## config.mk

```make
export PLATFORM = sky130hd
export DESIGN_NAME = if_prefetch
export DESIGN_NICKNAME = d
export VERILOG_FILES = /design/src/rtl/if_prefetch_pkg.sv /design/src/rtl/rv_pkg.sv /design/src/rtl/if_prefetch_if.sv /design/src/rtl/if_buf.sv /design/src/rtl/if_prefetch.sv
export SDC_FILE = /design/constraint.sdc
export NUM_CORES = 1
export LEC_CHECK = 0
export BUFFER_PORTS_ARGS = -buffer_cell sky130_fd_sc_hd__buf_4
export CELL_PAD_IN_SITES_DETAIL_PLACEMENT = 1
export CELL_PAD_IN_SITES_GLOBAL_PLACEMENT = 1
export CORE_AREA = 5 5 150 152
export CTS_BUF_LIST = sky130_fd_sc_hd__clkbuf_16
export DETAILED_ROUTE_END_ITERATION = 7
export DIE_AREA = 0 0 155 157
export HOLD_SLACK_MARGIN = 0.02
export PLACE_DENSITY_LB_ADDON = 0.3
export SYNTH_ARGS = -nofsm -noshare
export SYNTH_HDL_FRONTEND = slang
export SYNTH_SLANG_ARGS = --single-unit
```

## constraint.sdc

```tcl
create_clock -name clk -period 5.95 [get_ports clk]
set_input_delay 0.595 -clock clk [delete_from_list [all_inputs] [get_ports clk]]
set_output_delay 0.595 -clock clk [all_outputs]
set_load 0.02 [all_outputs]
```

## src/rtl/if_prefetch_pkg.sv

```systemverilog
// Counter type and helpers for the instruction prefetcher and its buffer.
package if_prefetch_pkg;
    // Wide enough for 0..16, the largest legal DEPTH / MAX_OUT.
    localparam int CNT_W = 5;
    typedef logic [CNT_W-1:0] cnt_t;

    function automatic cnt_t sat_dec(cnt_t v, logic dec);
        return (dec && (v != '0)) ? v - cnt_t'(1) : v;
    endfunction
endpackage

```

## src/rtl/rv_pkg.sv

```systemverilog
// Core-wide RISC-V constants shared by the front-end blocks.
package rv_pkg;
    localparam int XLEN = 32;
    localparam logic [XLEN-1:0] RESET_VECTOR = 32'h0000_0100;
    localparam int PC_INC = 4;
endpackage

```

## src/rtl/if_prefetch_if.sv

```systemverilog
// Push/pop/flush bundle between the prefetch control and its instruction FIFO.
interface if_prefetch_if #(
    parameter int XLEN = 32
);
    import if_prefetch_pkg::*;

    logic            push;
    logic [XLEN-1:0] push_data;
    logic            pop;
    logic            flush;
    cnt_t            count;
    logic [XLEN-1:0] head_data;

    modport master (output push, push_data, pop, flush, input count, head_data);
    modport slave  (input push, push_data, pop, flush, output count, head_data);
endinterface

```

## src/rtl/if_buf.sv

```systemverilog
// Synchronous DEPTH x XLEN FIFO with flush; head data is read combinationally.
module if_buf
    import if_prefetch_pkg::*;
#(
    parameter int XLEN  = 32,
    parameter int DEPTH = 4
) (
    input logic         clk,
    input logic         rst,
    if_prefetch_if.slave bus
);
    localparam int AW = (DEPTH > 1) ? $clog2(DEPTH) : 1;

    logic [XLEN-1:0] mem_q [DEPTH];
    logic [AW-1:0]   wr_ptr_q;
    logic [AW-1:0]   rd_ptr_q;
    cnt_t            count_q;

    // Push and pop may coincide when full: the head is read before the write lands.
    always_ff @(posedge clk) begin
        if (rst || bus.flush) begin
            wr_ptr_q <= '0;
            rd_ptr_q <= '0;
            count_q  <= '0;
        end else begin
            if (bus.push) begin
                mem_q[wr_ptr_q] <= bus.push_data;
                wr_ptr_q        <= wr_ptr_q + AW'(1);
            end
            if (bus.pop) begin
                rd_ptr_q <= rd_ptr_q + AW'(1);
            end
            count_q <= count_q + cnt_t'(bus.push) - cnt_t'(bus.pop);
        end
    end

    assign bus.count     = count_q;
    assign bus.head_data = mem_q[rd_ptr_q];
endmodule

```

## src/rtl/if_prefetch.sv

```systemverilog
// Instruction prefetcher: credit-limited in-order fetch into a small buffer,
// with redirect that flushes the buffer and drops stale responses.
module if_prefetch
    import if_prefetch_pkg::*;
#(
    parameter int XLEN    = rv_pkg::XLEN,
    parameter int DEPTH   = 4,
    parameter int MAX_OUT = 2
) (
    input  logic            clk,
    input  logic            rst,
    input  logic [XLEN-1:0] rst_addr,
    input  logic            brh,
    input  logic [XLEN-1:0] brh_addr,
    output logic            imem_req_valid,
    input  logic            imem_req_ready,
    output logic [XLEN-1:0] imem_req_addr,
    input  logic            imem_rsp_valid,
    input  logic [XLEN-1:0] imem_rsp_data,
    output logic            out_valid,
    input  logic            out_ready,
    output logic [XLEN-1:0] pc,
    output logic [XLEN-1:0] inst
);
    localparam logic [XLEN-1:0] PC_STEP = XLEN'(rv_pkg::PC_INC);

    logic [XLEN-1:0] fetch_pc_q, fetch_pc_d;
    logic [XLEN-1:0] head_pc_q, head_pc_d;
    cnt_t            inflight_q, inflight_d;
    cnt_t            drop_q, drop_d;
    cnt_t            buf_count;
    logic            req_fire, rsp_take, pop, push;

    if_prefetch_if #(.XLEN(XLEN)) buf_bus ();

    if_buf #(.XLEN(XLEN), .DEPTH(DEPTH)) u_buf (
        .clk (clk),
        .rst (rst),
        .bus (buf_bus.slave)
    );

    // Buffered plus in-flight words never exceed DEPTH, so every response has a slot.
    assign imem_req_valid = !rst && !brh
                          && ((6'(buf_count) + 6'(inflight_q)) < 6'(DEPTH))
                          && (inflight_q < cnt_t'(MAX_OUT));
    assign imem_req_addr  = fetch_pc_q;
    assign req_fire       = imem_req_valid && imem_req_ready;
    assign rsp_take       = imem_rsp_valid && (inflight_q != '0);
    assign out_valid      = !rst && (buf_count != '0);
    assign pop            = out_valid && out_ready && !brh;

    always_comb begin
        fetch_pc_d = fetch_pc_q;
        head_pc_d  = head_pc_q;
        inflight_d = inflight_q + cnt_t'(req_fire) - cnt_t'(rsp_take);
        drop_d     = drop_q;
        push       = 1'b0;
        if (brh) begin
            fetch_pc_d = brh_addr;
            head_pc_d  = brh_addr;
            // Every request still outstanding is now stale; drop_q already counts a subset of them.
            drop_d     = sat_dec(inflight_q, imem_rsp_valid);
        end else begin
            if (req_fire) begin
                fetch_pc_d = fetch_pc_q + PC_STEP;
            end
            if (pop) begin
                head_pc_d = head_pc_q + PC_STEP;
            end
            if (rsp_take) begin
                if (drop_q != '0) begin
                    drop_d = drop_q - cnt_t'(1);
                end else begin
                    push = 1'b1;
                end
            end
        end
    end

    always_ff @(posedge clk) begin
        if (rst) begin
            fetch_pc_q <= rst_addr;
            head_pc_q  <= rst_addr;
            inflight_q <= '0;
            drop_q     <= '0;
        end else begin
            fetch_pc_q <= fetch_pc_d;
            head_pc_q  <= head_pc_d;
            inflight_q <= inflight_d;
            drop_q     <= drop_d;
        end
    end

    assign buf_bus.push      = push;
    assign buf_bus.push_data = imem_rsp_data;
    assign buf_bus.pop       = pop;
    assign buf_bus.flush     = brh;
    assign buf_count         = buf_bus.count;
    assign pc                = head_pc_q;
    assign inst              = buf_bus.head_data;
endmodule

```

==> impl_results.md <==
* Vias in the first global route at 7306
* Routed WL at 27850 µm
* Power Density at 324.5 nW/µm²
* Top FF cell, synth: edfxtp_1
* Final ANT Viol Nets at 0
* R2r worst-path depth at 15
* Layout cell share with drive strength beyond 1 at 30.32%
* Mapped Cells at 724
* Area growth syn-to-layout at 25.70%
* Cts hold-fix bufs at 0
* R2R setup slack at 2.94 ns
* Unrepaired setup endpoints after global routing: false
* Total CTS buffers at 23
* Startpoint types: flip-flop
* Crit-path max FO at 4
* Synthesized net count at 856
* Pre-antenna DRT Iters at 4
* Req. time, crit path at 6.31 ns
* Worst EP arrival at 3.38 ns
* Via count at 6772
* Boundary Pins at 200
* Initial cell density of the core at 46.99%
* Top-area cell type share of the netlist area at 58.13%
* Pleak at 4.544 nW
* Final worst-path cycle share at 50.61%
* Die area at 24340 µm²
* Fmax at 332.1 MHz
* Post-CTS setup buffers at 0
* GR Util All Layers at 22.40%
* DRC Markers at 0
* Most frequent cells after synthesis: edfxtp_1, o21ai_0, xnor2_1
* Skew-Pair Late Insertion Delay at 0.50 ns
* Count leader, synth: edfxtp_1
* FP Rows at 53
* Post-synth cell types at 48
* Worst path top cell family by delay: adder cells
* Die width at 155 µm
* Fin cells at 1215
* Hold path cells at 1
* Slew Limit Fails at 0
* Final hold violation count at 0
* Total placed cells including tap cells at 1175
* Syn Std Cell Area at 9816 µm²
* Final min period at 3.011 ns
* Clock slew seen by the registers of the worst setup and hold paths at 0.06 ns
* Crit end category: flip-flop
* Post-Route Skew at 0.01025 ns
* Hold WC Path Type: in2reg
* Slew HR at 34.49%
* Clk buf depth at 3
* Sequential element share of the synthesized area at 62.41%
* TritonCTS clock tree: built
* First-pass GRT wire length at 42280 µm
* CP Class: reg2reg
* Synth Register Bits at 211
* Worst-Margin Slew at 0.9816 ns
* Die H at 157 µm
* Layout Nets at 1057
* Slowest stage delay, CP at 0.41 ns
* CTS Root Cell: clkbuf_16
* Post-synth EDFFs at 190
* Initial antenna violation count at 1
* Iteration-0 DRC Markers at 313
* Dominant cell type by area after synthesis: edfxtp_1
* Worst IR Drop VDD at 141.8 µV
* Largest cells by area after synthesis: edfxtp_1, mux4_2, xnor2_1, dfxtp_1, ha_1
* IO Port Bufs at 199
* Synth Warn # at 0
* Syn avg cell area at 13.56 µm²
* Final Wtd Congestion at 0.7943
* Pin count of the biggest net entering global routing at 48
* H-tree depth at 1
* Detail Placement HPWL at 19720 µm
* Setup-failing EPs final at 0
* Async SR Flop Fraction at 0%
* Vias per std cell at 5.574
* Wirelength per Cell at 22.93 µm
* Crit path depth at 15
* Clk sinks at 211
* N_diodes at 0
* Grt ovf at 0
* Setup TNS Final at 0 ns
* Core area at 20890 µm²
* Max Cap Violations at 0
* Post-cts sizing count at 0
* Buf/Inv on CP at 2
* Pwr Total at 0.004004 W
* Status: complete, no violations
* Cell Chain, Critical Path: ha_1 -> nor4b_1 -> nand2_1 -> a311oi_1 -> nand2_1 -> ha_1 -> inv_1 -> ha_1 -> inv_1 -> fa_1 -> nor2_1 -> nor2_1 -> nor2_1 -> or3_1 -> a21oi_1
* CP max-delay cell: fa_1
path summary, 6_finish.rpt:
check | start | endpoint
worst min register to register | u_buf.rd_ptr_q[1] | flip-flop
worst min-delay path | imem_rsp_data[20] | u_buf.mem_q[0][20]
worst max register to register | inflight_q[4] | inflight_q[4]
worst max-delay path | inflight_q[4] | inflight_q[4]
kinds of logic (layout without fill, tap and decap cells):
kind of cell,Yosys count,in the layout,share of synthesized area [%]
buffers and inverters,72,288,2.983
AO/OA/AOI/OAI,119,119,7.113
flip-flops,211,211,62.41
XOR/XNOR,66,66,5.889
AND/OR/NAND/NOR,192,192,10.07
multiplexers,34,34,7.559
adder cells (fa/ha/maj),30,30,3.977
cell usage in the layout, fill, tap and decap left out, drive strengths merged, types with 12 or more instances in the layout:
master  count
buf       208
o21ai      65
ha         28
xor2       14
dfxtp      21
edfxtp    190
nand4      16
nor3       18
inv        45
xnor2      52
nand2      48
nor2       47
nor4       12
mux4       32
nand3      22
a21oi      13
clkbuf     23
a22oi      17
flip-flops by register name (all words and copies together), names as in the netlist, named ones only:
signal	count
pc	31
u_buf.wr_ptr_q	2
imem_req_addr	31
drop_q	5
u_buf.mem_q	128
u_buf.rd_ptr_q	2
u_buf.bus.count	5
inflight_q	5
cell type report:
| cell class | instances | area [µm²] |
|---|---|---|
| clock buffers | 23 | 575.6 |
| well taps | 275 | 344.1 |
| flip-flops and latches | 211 | 6127 |
| multi-input cells | 441 | 3400 |
| clock inverters | 17 | 180.2 |
| inverters | 40 | 150.1 |
| fillers | 2109 | 8551 |
| repair buffers | 208 | 1562 |
where the power goes:
group          total, W  leakage (nW)  switching (W)  internal [W]
logic          0.000735          2.19       0.000405      0.000330
registers       0.00184          1.97       0.000110       0.00173
clock network   0.00143         0.390       0.000560      0.000874
total           0.00400          4.54        0.00108       0.00293
metrics by stage:
stage / hold slack, ns / area, µm² / setup slack [ns] / utilization [%]
after global routing: 0.2776 / 12340 / 2.638 / 59.07
final: 0.2968 / 12340 / 2.939 / 59.07
after detailed placement: 0.5197 / 11580 / 2.547 / 55.45
after global placement: 0.4952 / 11580 / 2.637 / 55.45
after CTS: 0.2850 / 12340 / 2.921 / 59.07
after floorplan: 0.4658 / 9816 / 2.678 / -
per-layer routing:
metal	GRT usage [%]	share of wire, %	up-vias
met5	0	0.025	-
met4	5.341	1.8	2
met3	4.124	6.5	37
met2	40.01	52	225
met1	28.47	40	3396
li1	-	-	3112
(Power assumes the default switching activity.)
